File: src/rtl/charge_session_ctrl.sv
`default_nettype none
// ============================================================================
// Module      : charge_session_ctrl
// Description : Coin-charger session sequencer. Keypad entry of an amount,
//               coin collection, then a timed charging run on a 1 s tick.
// Revision    : 1.0 - initial release
// ============================================================================
module charge_session_ctrl #(
    parameter int unsigned AW           = 8,
    parameter int unsigned TW           = 16,
    parameter int unsigned MAX_AMT      = 20,
    parameter int unsigned SEC_PER_UNIT = 60
) (
    input  logic          CLK,
    input  logic          rst,
    input  logic          key_valid,
    input  logic [3:0]    key_data,
    input  logic          key_start,
    input  logic          key_ok,
    input  logic          key_clear,
    input  logic          coin_pulse,
    input  logic          tick,
    output logic [2:0]    state,
    output logic [AW-1:0] amount,
    output logic [AW-1:0] paid,
    output logic [TW-1:0] remain_time,
    output logic          charging,
    output logic          err,
    output logic          refund,
    output logic          done
);

    typedef enum logic [2:0] {
        ST_IDLE   = 3'd0,
        ST_INPUT  = 3'd1,
        ST_PAY    = 3'd2,
        ST_CHARGE = 3'd3,
        ST_DONE   = 3'd4
    } state_t;

    // Digit accumulation needs headroom for amount*10+9 before the range check.
    localparam int unsigned       c_MW  = AW + 4;
    localparam logic [c_MW-1:0]   c_MAX = c_MW'(MAX_AMT);
    localparam logic [c_MW-1:0]   c_TEN = c_MW'(10);
    localparam logic [TW-1:0]     c_SPU = TW'(SEC_PER_UNIT);
    localparam logic [AW-1:0]     c_ONE_A = AW'(1);
    localparam logic [TW-1:0]     c_ONE_T = TW'(1);

    state_t        r_state, w_state;
    logic [AW-1:0] r_amount, w_amount;
    logic [AW-1:0] r_paid, w_paid;
    logic [TW-1:0] r_remain, w_remain;
    logic          r_charging, r_err, r_refund, r_done;
    logic          w_err, w_refund;

    logic          w_clr, w_ok, w_start, w_dig;
    logic [c_MW-1:0] w_cand;
    logic [TW-1:0]   w_run_time;

    // Only the highest-priority key of a cycle survives.
    assign w_clr   = key_clear;
    assign w_ok    = key_ok & ~key_clear;
    assign w_start = key_start & ~key_ok & ~key_clear;
    assign w_dig   = key_valid & ~key_start & ~key_ok & ~key_clear & (key_data <= 4'd9);

    assign w_cand     = c_MW'(r_amount) * c_TEN + c_MW'(key_data);
    assign w_run_time = TW'(r_amount) * c_SPU;

    always_comb begin
        w_state  = r_state;
        w_amount = r_amount;
        w_paid   = r_paid;
        w_remain = r_remain;
        w_err    = 1'b0;
        w_refund = 1'b0;
        case (r_state)
            ST_IDLE: begin
                if (w_start) w_state = ST_INPUT;
            end
            ST_INPUT: begin
                if (w_clr) begin
                    w_state = ST_IDLE;
                end else if (w_ok) begin
                    if (r_amount != '0) w_state = ST_PAY;
                    else                w_err   = 1'b1;
                end else if (w_dig) begin
                    if (w_cand <= c_MAX) w_amount = w_cand[AW-1:0];
                    else                 w_err    = 1'b1;
                end
            end
            ST_PAY: begin
                if (w_clr) begin
                    w_state  = ST_IDLE;
                    w_refund = (r_paid != '0);
                end else if (coin_pulse && (r_paid < r_amount)) begin
                    w_paid = r_paid + c_ONE_A;
                    if (w_paid == r_amount) begin
                        w_state  = ST_CHARGE;
                        w_remain = w_run_time;
                    end
                end
            end
            ST_CHARGE: begin
                if (w_clr) begin
                    w_state = ST_IDLE;
                end else if (tick && (r_remain != '0)) begin
                    w_remain = r_remain - c_ONE_T;
                    if (r_remain == c_ONE_T) w_state = ST_DONE;
                end
            end
            ST_DONE: begin
                w_state = ST_IDLE;
            end
            default: begin
                w_state = ST_IDLE;
            end
        endcase
        // Every path into IDLE leaves the session counters at zero.
        if (w_state == ST_IDLE) begin
            w_amount = '0;
            w_paid   = '0;
            w_remain = '0;
        end
    end

    always_ff @(posedge CLK or negedge rst) begin
        if (!rst) begin
            r_state    <= ST_IDLE;
            r_amount   <= '0;
            r_paid     <= '0;
            r_remain   <= '0;
            r_charging <= 1'b0;
            r_err      <= 1'b0;
            r_refund   <= 1'b0;
            r_done     <= 1'b0;
        end else begin
            r_state    <= w_state;
            r_amount   <= w_amount;
            r_paid     <= w_paid;
            r_remain   <= w_remain;
            r_charging <= (w_state == ST_CHARGE);
            r_err      <= w_err;
            r_refund   <= w_refund;
            r_done     <= (w_state == ST_DONE);
        end
    end

    assign state       = r_state;
    assign amount      = r_amount;
    assign paid        = r_paid;
    assign remain_time = r_remain;
    assign charging    = r_charging;
    assign err         = r_err;
    assign refund      = r_refund;
    assign done        = r_done;

endmodule
`default_nettype wire
File: config.mk
export PLATFORM = sky130hd
export DESIGN_NAME = charge_session_ctrl
export DESIGN_NICKNAME = d
export VERILOG_FILES = /design/src/rtl/charge_session_ctrl.sv
export SDC_FILE = /design/constraint.sdc
export NUM_CORES = 1
export LEC_CHECK = 0
export ABC_AREA = 1
export CAP_MARGIN = 40
export CORE_MARGIN = 2
export CORE_UTILIZATION = 48
export DETAILED_ROUTE_END_ITERATION = 10
export GPL_ROUTABILITY_DRIVEN = 0
export PLACE_DENSITY_LB_ADDON = 0.12
export SYNTH_ARGS = -nofsm -noshare
export SYNTH_HDL_FRONTEND = slang
export SYNTH_SLANG_ARGS = --single-unit
File: constraint.sdc
create_clock -name CLK -period 6.5 [get_ports CLK]
set_input_delay 1.3 -clock CLK [delete_from_list [all_inputs] [get_ports CLK]]
set_output_delay 1.3 -clock CLK [all_outputs]
set_load 0.005 [all_outputs]
# Word level (Yosys, flattened, before mapping)
# Cells that the tools add are included.
dict set report word_totals {
  memories 0
  regBits 39
  inputBits 12
  mem_bits_ro 0
  latch_bits 0
  ramBits 0
  out_inout_bits 39
}
dict set report op_classes {
  n_eq_ne 14
  bitwise_logic 10
  n_div 0
  shift 0
  n_lt_le_gt_ge 3
  addsub 3
  mul 2
  muxes 36
  reduce_logical 16
}
# op count
set op_table {}
lappend op_table {{two-way mux 16 bit} 6}
lappend op_table {{two-way mux 8 bit} 10}
lappend op_table {{case mux 16 bit (2 select lines)} 1}
lappend op_table {{two-way mux 3 bit} 10}
lappend op_table {{equality test 16 x 1 -> 1 bit, second input constant} 1}
lappend op_table {{nonzero test 16 bit} 1}
lappend op_table {{nonzero test 8 bit} 2}
lappend op_table {{subtractor 16 x 1 -> 16 bit, second input constant} 1}
lappend op_table {{!= test 3 bit, second input constant} 5}
lappend op_table {{adder 12 x 4 -> 12 bit} 1}
lappend op_table {{less-or-equal comparator 12 x 5 -> 1 bit, second input constant} 1}
lappend op_table {{multiplier 8 x 4 -> 12 bit, second input constant} 1}
lappend op_table {{case mux 3 bit (4 select lines)} 1}
lappend op_table {{multiplier 8 x 3 -> 11 bit, second input constant} 1}
lappend op_table {{nonzero test 2 bit} 5}
lappend op_table {{equality test 3 x 2 -> 1 bit, second input constant} 3}
lappend op_table {{adder 8 x 1 -> 8 bit, second input constant} 1}
lappend op_table {{equality test 8 bit} 1}
lappend op_table {{less-than comparator 8 bit} 1}
lappend op_table {{two-way mux 1 bit} 8}
lappend op_table {{bitwise AND 1 bit} 7}
lappend op_table {{zero test 3 bit} 2}
lappend op_table {{AND reduction 6 bit} 1}
lappend op_table {{AND reduction 5 bit} 1}
lappend op_table {{other kinds (8)} 12}

# Logic depth before layout (Yosys ltp)
dict set report logic_depth {
  depth_word 10
  depth_mapped 16
  depth_no_buf 15
}

# Least setup slack after synthesis
# Ideal clock, no wire load.
dict set report synth_path {
  path_type {input to register}
  from {input key_data[1]}
  to {register r_amount[4] (netlist: amount[4])}
  slack_ns 3.411
  path_buffers 0
  t_required_ns 6.388
  t_arrival_ns 2.977
  cell_stages 14
  cell_sequence {ha_1 > fa_1 > nand3_1 > nand2_1 > nand2_1 > nand3_1 > nor2_1 > nand3_1 > nor2_2 > nand3_1 > nand2_1 > nand2_1 > nand2_1 > inv_2}
}
dict set report synth_via {
  elab_chain_len 7
  word_cells_on_any_way 13
}
# element line_no
set synth_rtl {}
lappend synth_rtl {{from (decl)} 17} ;# input logic [3:0] key_data,
lappend synth_rtl {{parallel branches: the longest is 7 deep, another holds adder 12 x 4 -> 12 bit} --}
lappend synth_rtl {{to (signal assigned)} 138} ;# r_amount <= w_amount;
lappend synth_rtl {{to (decl)} 50} ;# logic [AW-1:0] r_amount, w_amount;
# Parallel ways; which one is timed is not known. The select of a mux whose other input is x is not followed.
# A chain may end at the register's enable or synchronous reset.

# Worst setup path in the final report
dict set report layout_path {
  from {input key_data[1]}
  to {register r_amount[1] (netlist: amount[1])}
}
# Same word-level chain as after synthesis.

==> metrics.txt <==
total power draw=0.4490 mW; CTS sink count=39; Die Height=97.50 um; Worst Path Class, Setup=input port to flop; # rows=34; R2R Path Start=amount[5]; RSZ-0062 raised after global routing=false; Fmax achieved=0.2899 GHz; Clk Latency, worst-skew pair=0.30 ns; Synth top cells by count=nand2_1, inv_1, nand3_1, ha_1, dfrtp_1; initial antenna violation count=0; Final min period=3.449 ns; Yosys top cell area share=0.2326; Leak=2.650 nW; Clock Tree Buf Depth=2; Reg2Reg Depth=11; WP buf/inv=2; CTS tree=done; Reg clk slew, reported paths=0.09 ns; Hold Crit Start=remain_time[15]; synth warn=0; global-route wire length before repair=17.28 mm; final std cells w/o fill=725; Post-CTS Hold Buffers=0; maximum VDD drop=0.06100 mV; worst hold path type=flop to flop; pin count of the biggest net entering global routing=35; Critical Path RT=6.69 ns; sequential share of the synthesized area=0.2326; CP cell instances=clkdlybuf4s50_1 -> ha_1 -> fa_1 -> nand3_1 -> nand2_1 -> nand2_1 -> nand3_1 -> nor2_1 -> nand3_1 -> nor2_2 -> nand3_1 -> nand2_1 -> nand2_1 -> nand2_1 -> inv_2; Die Width=97.50 um; First-pass DRT Iterations=5; Final Cycle Share=0.5306; Worst EP arrival=3.64 ns; DIE AREA=0.009506 mm2; DP HPWL=7.806 mm; # diodes=0; PortBufs=50; R2R Path End=remain_time[9]; post-CTS setup buffer count=0; status=complete, no violations; most frequent cell after synthesis=nand2_1; H-tree Lvls=2; Hold Crit Endpoint=remain_time[15]; total number of vias=3789; critical path startpoint category=input port; Critical path origin=key_data[1]; routed vias/inst=5.226; Clock Skew=0.01052 ns; core box area=0.008593 mm2; setup tns final=0 ns; EDFF count, synth=0; final hold viol count=0; # IOs=51; final wirelength=9.963 mm; Async S/R FF share, synth=1.000; CP peak stage delay=0.43 ns; Slew @ Worst Pin=0.6397 ns; area delta synth->final=16.25%; drt wl/cell=13.74 um; Hold Path Depth=2; pwr dens=92.03 mW/mm2; Hold WS=0.5933 ns; gr ovfl total=0; vias in the first global route=3679; Main synth FF type=dfrtp_1; syn nets=641; Root Buffer=clkbuf_8; ranking of synthesized cells by area=dfrtp_1, ha_1, nand2_1, fa_1, inv_1; mapped cell area=0.004197 mm2; cell family with most CP delay=simple AND/OR/NAND/NOR gates; filler instances=833; Crit Path Max Fanout=7; Setup crit end kind=flop; final instance area=0.004878 mm2; Syn Area/Cell=7.388 um2; post-synth top area cell=dfrtp_1; distinct cell type count after synthesis=40; DRT iter0 DRCs=122; worst rel slew slack=0.5700; placed insts=717; post-CTS sizing=0; final setup fails=0; #FFs+latches synth=39; Initial Util=0.4884; Nets=689; TritonCTS buffer count=5; r2r setup slk=3.35 ns; Cells after Synth=568; Final Max Tran Viols=0; gr usage total=0.2186; slowest CP cell=fa_1; Top cell by count, worst path=nand2_1; maxcap violations=0; DRC viols=0; dpl cell area=0.004790 mm2; Final ANT Viol Nets=0; layout cell share with drive strength beyond 1=0.1151
-- layout by cell type, fill, tap and decap left out, types with 2 or more instances in the layout --
master / n
xnor2_1: 7
or2_2: 3
nand3_1: 47
dfrtp_1: 39
o21ai_1: 2
inv_2: 22
nor2_2: 7
o211ai_1: 2
o21bai_1: 3
ha_1: 46
fa_1: 15
nor2_1: 36
nand2_1: 144
nor2_4: 3
clkinvlp_4: 2
o21ai_0: 20
clkdlybuf4s50_1: 49
a21oi_1: 19
nand2_4: 3
nand2_2: 3
clkbuf_8: 5
nand3_2: 14
nor2_8: 2
inv_1: 64
nand4_1: 26
nor3_1: 7
xor2_1: 11
-- kinds of logic (layout without fill, tap and decap cells) --
kind of cell             after synthesis  count (layout)  share of synthesized area
adder cells (fa/ha/maj)               61              61                     0.2087
flip-flops                            39              39                     0.2326
AO/OA/AOI/OAI                         52              52                    0.06828
buffers and inverters                 97             146                    0.09720
AND/OR/NAND/NOR                      301             301                     0.3557
XOR/XNOR                              18              18                    0.03757
-- layout make-up --
| class | count | area (um2) | area share |
|---|---|---|---|
| clock buffers | 5 | 68.82 | 0.01411 |
| multi-input cells | 432 | 2813 | 0.5766 |
| well taps | 108 | 135.1 | 0.02770 |
| clock inverters | 3 | 20.02 | 0.004104 |
| repair buffers | 52 | 543.0 | 0.1113 |
| inverters | 86 | 322.8 | 0.06617 |
| flip-flops and latches | 39 | 975.9 | 0.2001 |
-- power by group --
| group | switching (mW) | internal [mW] | total (mW) |
|---|---|---|---|
| clock | 0.0942 | 0.0748 | 0.169 |
| combinational | 0.0211 | 0.0146 | 0.0357 |
| sequential | 0.00127 | 0.243 | 0.244 |
| total | 0.117 | 0.332 | 0.449 |
-- tightest hold or removal path, cell delays in order (launching register included) --
cell and delay, ns:
dfrtp_1 0.41, nand3_1 0.09, nand2_1 0.06
-- how the worst max path moves through the flow --
stage                end  slack [ns]  depth (start not counted)
6_report       amount[1]        3.05                         15
5_1_grt        amount[1]        2.80                         15
4_1_cts        amount[1]        3.04                         15
3_5_place_dp   amount[1]        2.74                         15
3_3_place_gp   amount[5]        2.71                          9
2_1_floorplan  amount[4]        3.41                         14
-- metrics by stage --
stage,util,setup slack (ns)
4_1_cts,0.5677,3.044
6_report,0.5677,3.051
3_3_place_gp,0.5518,2.711
5_1_grt,0.5677,2.797
2_1_floorplan,-,3.411
3_5_place_dp,0.5574,2.739
-- layer usage --
layer	vias up	share of wire	GRT usage
met5	-	0	0
met4	0	0.0074	0.03205
met3	6	0.037	0.03022
met2	72	0.49	0.3889
met1	1771	0.47	0.2894
li1	1940	-	-
-- flip-flops by register name (all words and copies together) (netlist names) --
name,flops
remain_time,16
amount,8
paid,8
state,3
charging,1
done,1
err,1
refund,1
No activity file was read; power rests on OpenSTA's default activity.
